--- src/rtl/cpu_pkg.sv ---
// Shared definitions for the 8-bit processor: widths, instruction field
// positions, the HALT opcode and the fetch-stage state encoding.
package cpu_pkg;

    localparam int PC_W    = 4;
    localparam int INSTR_W = 8;

    localparam int OPC_MSB = 7;
    localparam int OPC_LSB = 4;

    localparam logic [3:0] OPC_HALT = 4'hF;

    typedef enum logic [1:0] {
        ST_IDLE   = 2'd0,
        ST_RUN    = 2'd1,
        ST_HALTED = 2'd2
    } fetch_state_e;

    function automatic logic [OPC_MSB-OPC_LSB:0] opcode_of(input logic [INSTR_W-1:0] instr);
        return instr[OPC_MSB:OPC_LSB];
    endfunction

endpackage

--- src/rtl/fetch_unit_pc_reg.sv ---
// Program counter register: synchronous reset, jump load, increment or hold.
// A load takes precedence over an increment.
module pc_reg #(
    parameter int              PC_W     = 4,
    parameter logic [PC_W-1:0] RESET_PC = '0
) (
    input  logic            clk,
    input  logic            reset,
    input  logic            load_i,
    input  logic [PC_W-1:0] load_val_i,
    input  logic            inc_i,
    output logic [PC_W-1:0] pc_o
);

    logic [PC_W-1:0] pc_q;
    logic [PC_W-1:0] pc_d;

    // Increment wraps naturally at 2^PC_W with no carry out.
    always_comb begin
        pc_d = pc_q;
        if (load_i) begin
            pc_d = load_val_i;
        end else if (inc_i) begin
            pc_d = pc_q + 1'b1;
        end
    end

    always_ff @(posedge clk) begin
        if (reset) begin
            pc_q <= RESET_PC;
        end else begin
            pc_q <= pc_d;
        end
    end

    assign pc_o = pc_q;

endmodule

--- src/rtl/fetch_unit.sv ---
// Instruction-fetch stage: owns the PC, captures instructions into the IR and
// hands them to the decoder over valid/ready; supports start, jump and halt.
module fetch_unit #(
    parameter int                 PC_W     = cpu_pkg::PC_W,
    parameter int                 INSTR_W  = cpu_pkg::INSTR_W,
    parameter logic [PC_W-1:0]    RESET_PC = '0
) (
    input  logic               clk,
    input  logic               reset,
    input  logic               start_i,
    output logic [PC_W-1:0]    pc_o,
    input  logic [INSTR_W-1:0] instr_i,
    output logic [INSTR_W-1:0] ir_o,
    output logic               ir_valid_o,
    input  logic               ir_ready_i,
    input  logic               jump_en_i,
    input  logic [PC_W-1:0]    jump_addr_i,
    output logic               halted_o
);

    import cpu_pkg::*;

    fetch_state_e state_q;
    fetch_state_e state_d;

    logic [INSTR_W-1:0] ir_q;
    logic [INSTR_W-1:0] ir_d;
    logic               ir_valid_q;
    logic               ir_valid_d;

    logic jump_act;
    logic load;
    logic transfer;
    logic is_halt;
    logic pc_inc;

    // Jumps only act once fetching has started; IDLE ignores them.
    always_comb begin
        jump_act = jump_en_i && (state_q != ST_IDLE);
        load     = (state_q == ST_RUN) && (!ir_valid_q || ir_ready_i) && !jump_en_i;
        transfer = ir_valid_q && ir_ready_i;
        is_halt  = (opcode_of(instr_i) == OPC_HALT);
        pc_inc   = load && !is_halt;
    end

    pc_reg #(
        .PC_W     (PC_W),
        .RESET_PC (RESET_PC)
    ) u_pc_reg (
        .clk        (clk),
        .reset      (reset),
        .load_i     (jump_act),
        .load_val_i (jump_addr_i),
        .inc_i      (pc_inc),
        .pc_o       (pc_o)
    );

    always_ff @(posedge clk) begin
        if (reset) begin
            state_q <= ST_IDLE;
        end else begin
            state_q <= state_d;
        end
    end

    always_comb begin
        state_d = state_q;
        case (state_q)
            ST_IDLE: begin
                if (start_i) begin
                    state_d = ST_RUN;
                end
            end
            ST_RUN: begin
                if (!jump_act && load && is_halt) begin
                    state_d = ST_HALTED;
                end
            end
            ST_HALTED: begin
                if (jump_act) begin
                    state_d = ST_RUN;
                end
            end
            default: state_d = ST_IDLE;
        endcase
    end

    always_comb begin
        halted_o = (state_q == ST_HALTED);
    end

    // A jump flushes the IR even when the decoder is consuming it this cycle.
    always_comb begin
        ir_d       = ir_q;
        ir_valid_d = ir_valid_q;
        if (jump_act) begin
            ir_valid_d = 1'b0;
        end else if (load) begin
            ir_d       = instr_i;
            ir_valid_d = 1'b1;
        end else if (transfer) begin
            ir_valid_d = 1'b0;
        end
    end

    always_ff @(posedge clk) begin
        if (reset) begin
            ir_q       <= '0;
            ir_valid_q <= 1'b0;
        end else begin
            ir_q       <= ir_d;
            ir_valid_q <= ir_valid_d;
        end
    end

    assign ir_o       = ir_q;
    assign ir_valid_o = ir_valid_q;

endmodule

--- config.mk ---
export PLATFORM = sky130hd
export DESIGN_NAME = fetch_unit
export DESIGN_NICKNAME = d
export VERILOG_FILES = /design/src/rtl/cpu_pkg.sv /design/src/rtl/fetch_unit_pc_reg.sv /design/src/rtl/fetch_unit.sv
export SDC_FILE = /design/constraint.sdc
export NUM_CORES = 1
export LEC_CHECK = 0
export BUFFER_PORTS_ARGS = -buffer_cell sky130_fd_sc_hd__buf_2
export CAP_MARGIN = 20
export CELL_PAD_IN_SITES_DETAIL_PLACEMENT = 0
export CELL_PAD_IN_SITES_GLOBAL_PLACEMENT = 1
export CORE_MARGIN = 2
export CORE_UTILIZATION = 30
export CTS_BUF_LIST = sky130_fd_sc_hd__clkbuf_8
export DETAILED_ROUTE_END_ITERATION = 10
export PLACE_DENSITY_LB_ADDON = 0.1
export SYNTH_ARGS = -nofsm -noshare
export SYNTH_HDL_FRONTEND = slang
export SYNTH_SLANG_ARGS = --single-unit
--- constraint.sdc ---
create_clock -name clk -period 1.1 [get_ports clk]
set_input_delay 0.33 -clock clk [delete_from_list [all_inputs] [get_ports clk]]
set_output_delay 0.33 -clock clk [all_outputs]
set_load 0.1 [all_outputs]
==> reports/results.tsv, run 1 <==
metric	value	unit
yosys_warnings	0	
crit_type	reg -> out	
slew_headroom	76.6	%
yosys.area_share.simple	31.2	%
setup_ws	-0.242	ns
slew_violations	0	
grt_pass1_vias	721	
drc	0	
hold_buffers	0	
p_clk_share	26.5	%
syn_nets	96	
powerDensity	1090	mW/mm²
dp_hpwl	1360	µm
gp_congestion	0.711	
hold_viol	0	
wl_per_cell	12.3	µm
first_pass_iters	4	
grt_setup_unrepaired	yes	
ys_seq_elements	15	
die-area	0.00272	mm²
avgSynthCellArea	8.90	µm²
clock_sinks	15	
nNetsFinal	148	
yosys.area.top_type	dfxtp_1	
critPathArrivalTime	1.01	ns
clkLatencyLatePin	0.24	ns
fp.coreArea	0.00219	mm²
setup_viol	19	
cts_root_buffer	clkbuf_8	
antenna_found_initial	0	
synth_top_family_by_area	simple AND/OR/NAND/NOR gates	
p_sw	525	µW
drt_iter0_drc	6	
skew	0.00150	ns
layout-drive-gt1-share	71.3	%
via_per_inst	4.76	
yosys.area.top_type_share	43.2	%
switching_share	33.2	%
synth_compound_area_share	17.5	%
yosys.area_share.xor_xnor	2.52	%
cp.required	0.77	ns
synth_cells	78	
peakVddDrop	0.684	mV
path_clk_slew	0.06	ns
power.leakage	0.000575	µW
power.share.combinational	34.9	%
layout_common_cells	buf_2, buf_12, buf_4	
status	finished with violations	
synth_cell_types	30	
synthMuxAreaShare	0	%
finalCoreUtilization	66.0	%
reg2reg_setup_slack	-0.18	ns
total_power	1580	µW
critPathMaxFanout	3	
endpoint_kind	primary output	
min_period_over_period	122	%
num_vias	747	
synthTopCellsByArea	dfxtp_1, a21oi_1, nand3_1, nand2_1, nor2_1	
antenna_cells	0	
timing.final.crit_period	1.34	ns
p_seq_share	38.6	%
cts_tree	done	
wirelength	1940	µm
htree_levels	1	
numCtsBuffers	3	
yosysSeqAreaShare	43.2	%
internal_power	1060	µW
clock_path_buffers	2	
synth_fa_ha_area_share	1.80	%
worst_pin_slew	0.350	ns
rows	17	
initial_core_util	31.7	%
grt_pass1_wl	3240	µm
port_buffers	30	
die_h	52.1	µm
grt_util_all_layers	16.0	%
timing.fmax	745	MHz
die_w	52.1	µm
syn2layout_area_growth	108	%
critPathLaunchType	register	
violations	setup timing	
grt_max_degree	17	
maxCapViolCount	0	
grt-ovfl-total	0	
hold_path.class	in -> reg	
ant_nets	0	
syn_area	694	µm²
num_io_pins	31	
[sequential cells by signal, summed over array words and instances, names as in the netlist]
signal         count
ir_o               8
u_pc_reg.pc_o      4
state_q            2
ir_valid_o         1
[kinds of logic (layout without fill, tap and decap cells)]
group,Yosys count,after routing
AOI/OAI and AO/OA,18,18
DFF,15,15
buffers and inverters,4,54
adders and majority gates,1,1
xor gates and xnor gates,2,2
and+or+nand+nor,38,39
[synthesized netlist by cell type]
master,n
nand2_4,1
o22ai_1,1
nand4_1,2
nand2_1,8
o21ai_1,1
nor3b_1,1
xor2_1,2
a21oi_1,9
and2b_1,2
inv_1,1
a211oi_2,2
nor4_1,1
nand2b_1,1
nand4b_1,1
o31ai_1,1
o2bb2ai_1,2
dfxtp_1,15
nor3_1,1
ha_1,1
nand3b_1,1
o21a_1,1
clkbuf_1,1
buf_4,1
nand3_1,9
nor3b_4,1
o211ai_1,1
and2_1,1
nand3_2,1
nor2_1,7
buf_6,1
[routing by layer]
layer	global-route usage [%]	wire [µm]	up-vias
li1	-	-	381
met1	20.1	837	348
met2	26.8	997	16
met3	2.87	84	2
met4	6.58	16	0
met5	0	0	-
[final timing paths]
kind              startpoint  endpoint  cells after the start
setup / recovery  state_q[0]  halted_o                      2
hold / removal    instr_i[2]   ir_o[2]                      3
setup reg to reg  state_q[0]   ir_o[1]                      6
hold reg to reg      ir_o[4]   ir_o[4]                      2
[power groups by stage]
stage	Combinational, µW	Clock, µW	Sequential [µW]
after global placement	479	0	630
after floorplan	101	0	802
after CTS	525	434	614
after global routing	582	463	614
final	552	419	611
after detailed placement	484	0	632
[stage by stage]
step	TNS, ns	instances	setup slack, ns	hold WS, ns	area [µm²]
after global placement	-2.40	143	-0.198	0.464	1220
after detailed placement	-2.64	143	-0.219	0.467	1220
after CTS	-2.59	153	-0.246	0.332	1380
final	-2.59	157	-0.242	0.325	1450
after global routing	-3.91	157	-0.274	0.333	1450
after floorplan	-0.294	78	-0.0922	0.385	749
[area by class of cell]
type / instances / area (µm²)
clock buffer: 3 / 41.3
sequential: 15 / 337
clock inverter: 1 / 3.75
inverter: 1 / 3.75
multi-input combinational: 60 / 485
fill: 181 / 746
tap: 28 / 35.0
timing repair buffer: 49 / 539
[worst max-delay path, stage by stage, from the launching register on]
cell,delay (ns)
dfxtp_4,0.34
and2b_4,0.26
buf_12,0.17
[repair_timing]
action,in CTS,in global routing
gates resized for setup,14,9
setup buffers,5,4
setup endpoints to repair,25,29
pin swaps,17,4
hold endpoints to repair,0,0
cloned,1,0
Note: power is estimated with default switching activity, not from simulation.
==> run 2, diff against run 1 <==
Settings changed: PLACE_DENSITY set to 0.81, PLACE_DENSITY_LB_ADDON 0.1 to unset.
==> run 2 against run 1 <==
Utilization is 3.5 points lower. Worst hold slack worse by 0.0019 ns. Critical path depth stayed put. Non-clock buffer count is 2 lower. Highest routed layer unchanged. Largest power group unchanged. First-iteration DRC count is 83% higher. The run still ends with setup timing left. Maximum frequency is 0.98% higher. Critical path type unchanged.
==> reports/results.tsv, run 2 (synthesized netlist as in run 1, its figures left out) <==
metric	value	unit	change
critPathArrivalTime	1.00	ns	about the same
largest_reg_flops	8		unchanged
reg2reg_depth	6		unchanged
skew	0.00219	ns	+0.000694 ns
num_vias	757		+1.3%
grt_pass1_vias	767		+6.4%
layout-drive-gt1-share	66.7	%	-4.7 points
endpoint_kind	primary output		
slew_headroom	77.2	%	+0.52 points
hold_viol	0		unchanged
maxCapViolCount	0		unchanged
power.leakage	0.000547	µW	-4.9%
cp.required	0.77	ns	about the same
min_period_over_period	121	%	-1.2 points
status	finished with violations		
timing.fmax	753	MHz	+0.98%
grt-ovfl-total	0		unchanged
die_w	52.1	µm	unchanged
wl_per_cell	12.6	µm	+2.2%
grt_max_degree	17		unchanged
peakVddDrop	0.688	mV	+0.63%
numCtsBuffers	3		unchanged
cts_tree	done		
nNetsFinal	145		-2.0%
critPathMaxFanout	3		unchanged
slew_violations	0		unchanged
initial_core_util	31.7	%	unchanged
powerDensity	1160	mW/mm²	+5.9%
setup_viol	28		+9
regArea	332	µm²	-1.5%
dp_hpwl	1410	µm	+4.0%
grt_setup_unrepaired	yes		
drt_iter0_drc	11		+5
hold_path.class	in -> reg		
final_common_cell	buf_2		
grt_util_all_layers	16.1	%	+0.13 points
placed_cell_area	0.00121	mm²	-0.41%
hold_depth	3		unchanged
ant_nets	0		unchanged
port_buffers	30		unchanged
clock_sinks	15		unchanged
rows	17		unchanged
htree_levels	1		unchanged
via_per_inst	4.92		+3.3%
dp_slack	-0.206	ns	+0.0134 ns
gp_congestion	0.757		+6.4%
first_pass_iters	4		unchanged
final_cell_area	0.00137	mm²	-5.4%
violations	setup timing		
layout_common_cells	buf_2, buf_12, buf_4		
reg2reg_setup_slack	-0.17	ns	about the same
fp.coreArea	0.00219	mm²	unchanged
antenna_found_initial	0		unchanged
fill_cells	173		-4.4%
min_delay_worst_endpoint	ir_o[3]		
r2r_end	ir_o[5]		
setup_ws	-0.229	ns	+0.0130 ns
timing.final.crit_period	1.33	ns	-0.0130 ns
critPathLaunchType	register		
die-area	0.00272	mm²	unchanged
r2r_start	state_q[0]		
hp-start	instr_i[3]		
finalCoreUtilization	62.4	%	-3.5 points
wirelength	1940	µm	+0.26%
grt_pass1_wl	3220	µm	-0.86%
worst_pin_slew	0.343	ns	-0.00783 ns
multi_input_comb_area	447	µm²	-8.0%
path_clk_slew	0.06	ns	about the same
antenna_cells	0		unchanged
num_io_pins	31		unchanged
cts_root_buffer	clkbuf_8		
syn2layout_area_growth	96.9	%	
crit_type	reg -> out		
die_h	52.1	µm	unchanged
clkLatencyLatePin	0.25	ns	about the same
drc	0		unchanged
clock_path_buffers	2		unchanged
==> run 2: cell types whose count changed in the layout (fill, tap and decap cells not counted), sizes merged <==
| cell | previous run | this run |
|---|---|---|
| buf | 49 | 47 |
| clkinv | 0 | 1 |
| nand2 | 10 | 9 |
| inv | 2 | 1 |
==> run 2: timing repair <==
action                                  CTS  global route
hold buffers                              0             0
endpoints found under the setup margin   27            29
setup buffers                             5             1
pin swaps                                12             3
resized for setup                         5             8
==> run 2: worst max-delay path by stage <==
stage	startpoint	end	slack, ns
after floorplan	u_pc_reg.pc_o[0]	u_pc_reg.pc_o[2]	-0.09
after CTS	state_q[0]	halted_o	-0.24
after global placement	jump_en_i	ir_o[5]	-0.17
after detailed placement	jump_en_i	state_q[0]	-0.21
final	state_q[0]	halted_o	-0.23
after global routing	state_q[0]	halted_o	-0.26
==> run 2: routing by layer <==
| layer | wire (µm) | track usage (%) | up-vias |
|---|---|---|---|
| li1 | - | - | 376 |
| met5 | 0 | 0 | - |
| met3 | 93 | 2.87 | 6 |
| met2 | 1000 | 26.6 | 24 |
| met4 | 76 | 12.3 | 0 |
| met1 | 766 | 18.3 | 351 |
==> run 2: where the power goes <==
part           leakage (µW)  total (µW)  switching, µW  internal, µW
Sequential         0.000130         614           39.9           574
Combinational      0.000391         522            303           219
Clock             0.0000255         450            199           251
Total              0.000547        1590            541          1040
==> run 2: metrics by stage <==
step,TNS (ns),total power (µW),hold slack [ns],cells
finish,-2.23,1590,0.323,154
global placement,-2.12,1100,0.462,144
global route,-3.73,1660,0.322,154
floorplan,-0.294,903,0.385,78
CTS,-2.26,1580,0.319,153
detailed placement,-2.43,1110,0.467,144
==> run 2: worst max-delay path: stages, from the launching register on <==
cell,delay (ns)
dfxtp_2,0.32
and2b_4,0.26
buf_12,0.17
==> run 2: final cells by class <==
class | instances | share of cell area [%]
Timing Repair Buffer | 47 | 36.9
Multi-Input combinational cell | 59 | 32.7
Sequential cell | 15 | 24.2
Clock buffer | 3 | 3.02
Tap cell | 28 | 2.56
Clock inverter | 1 | 0.366
Inverter | 1 | 0.274
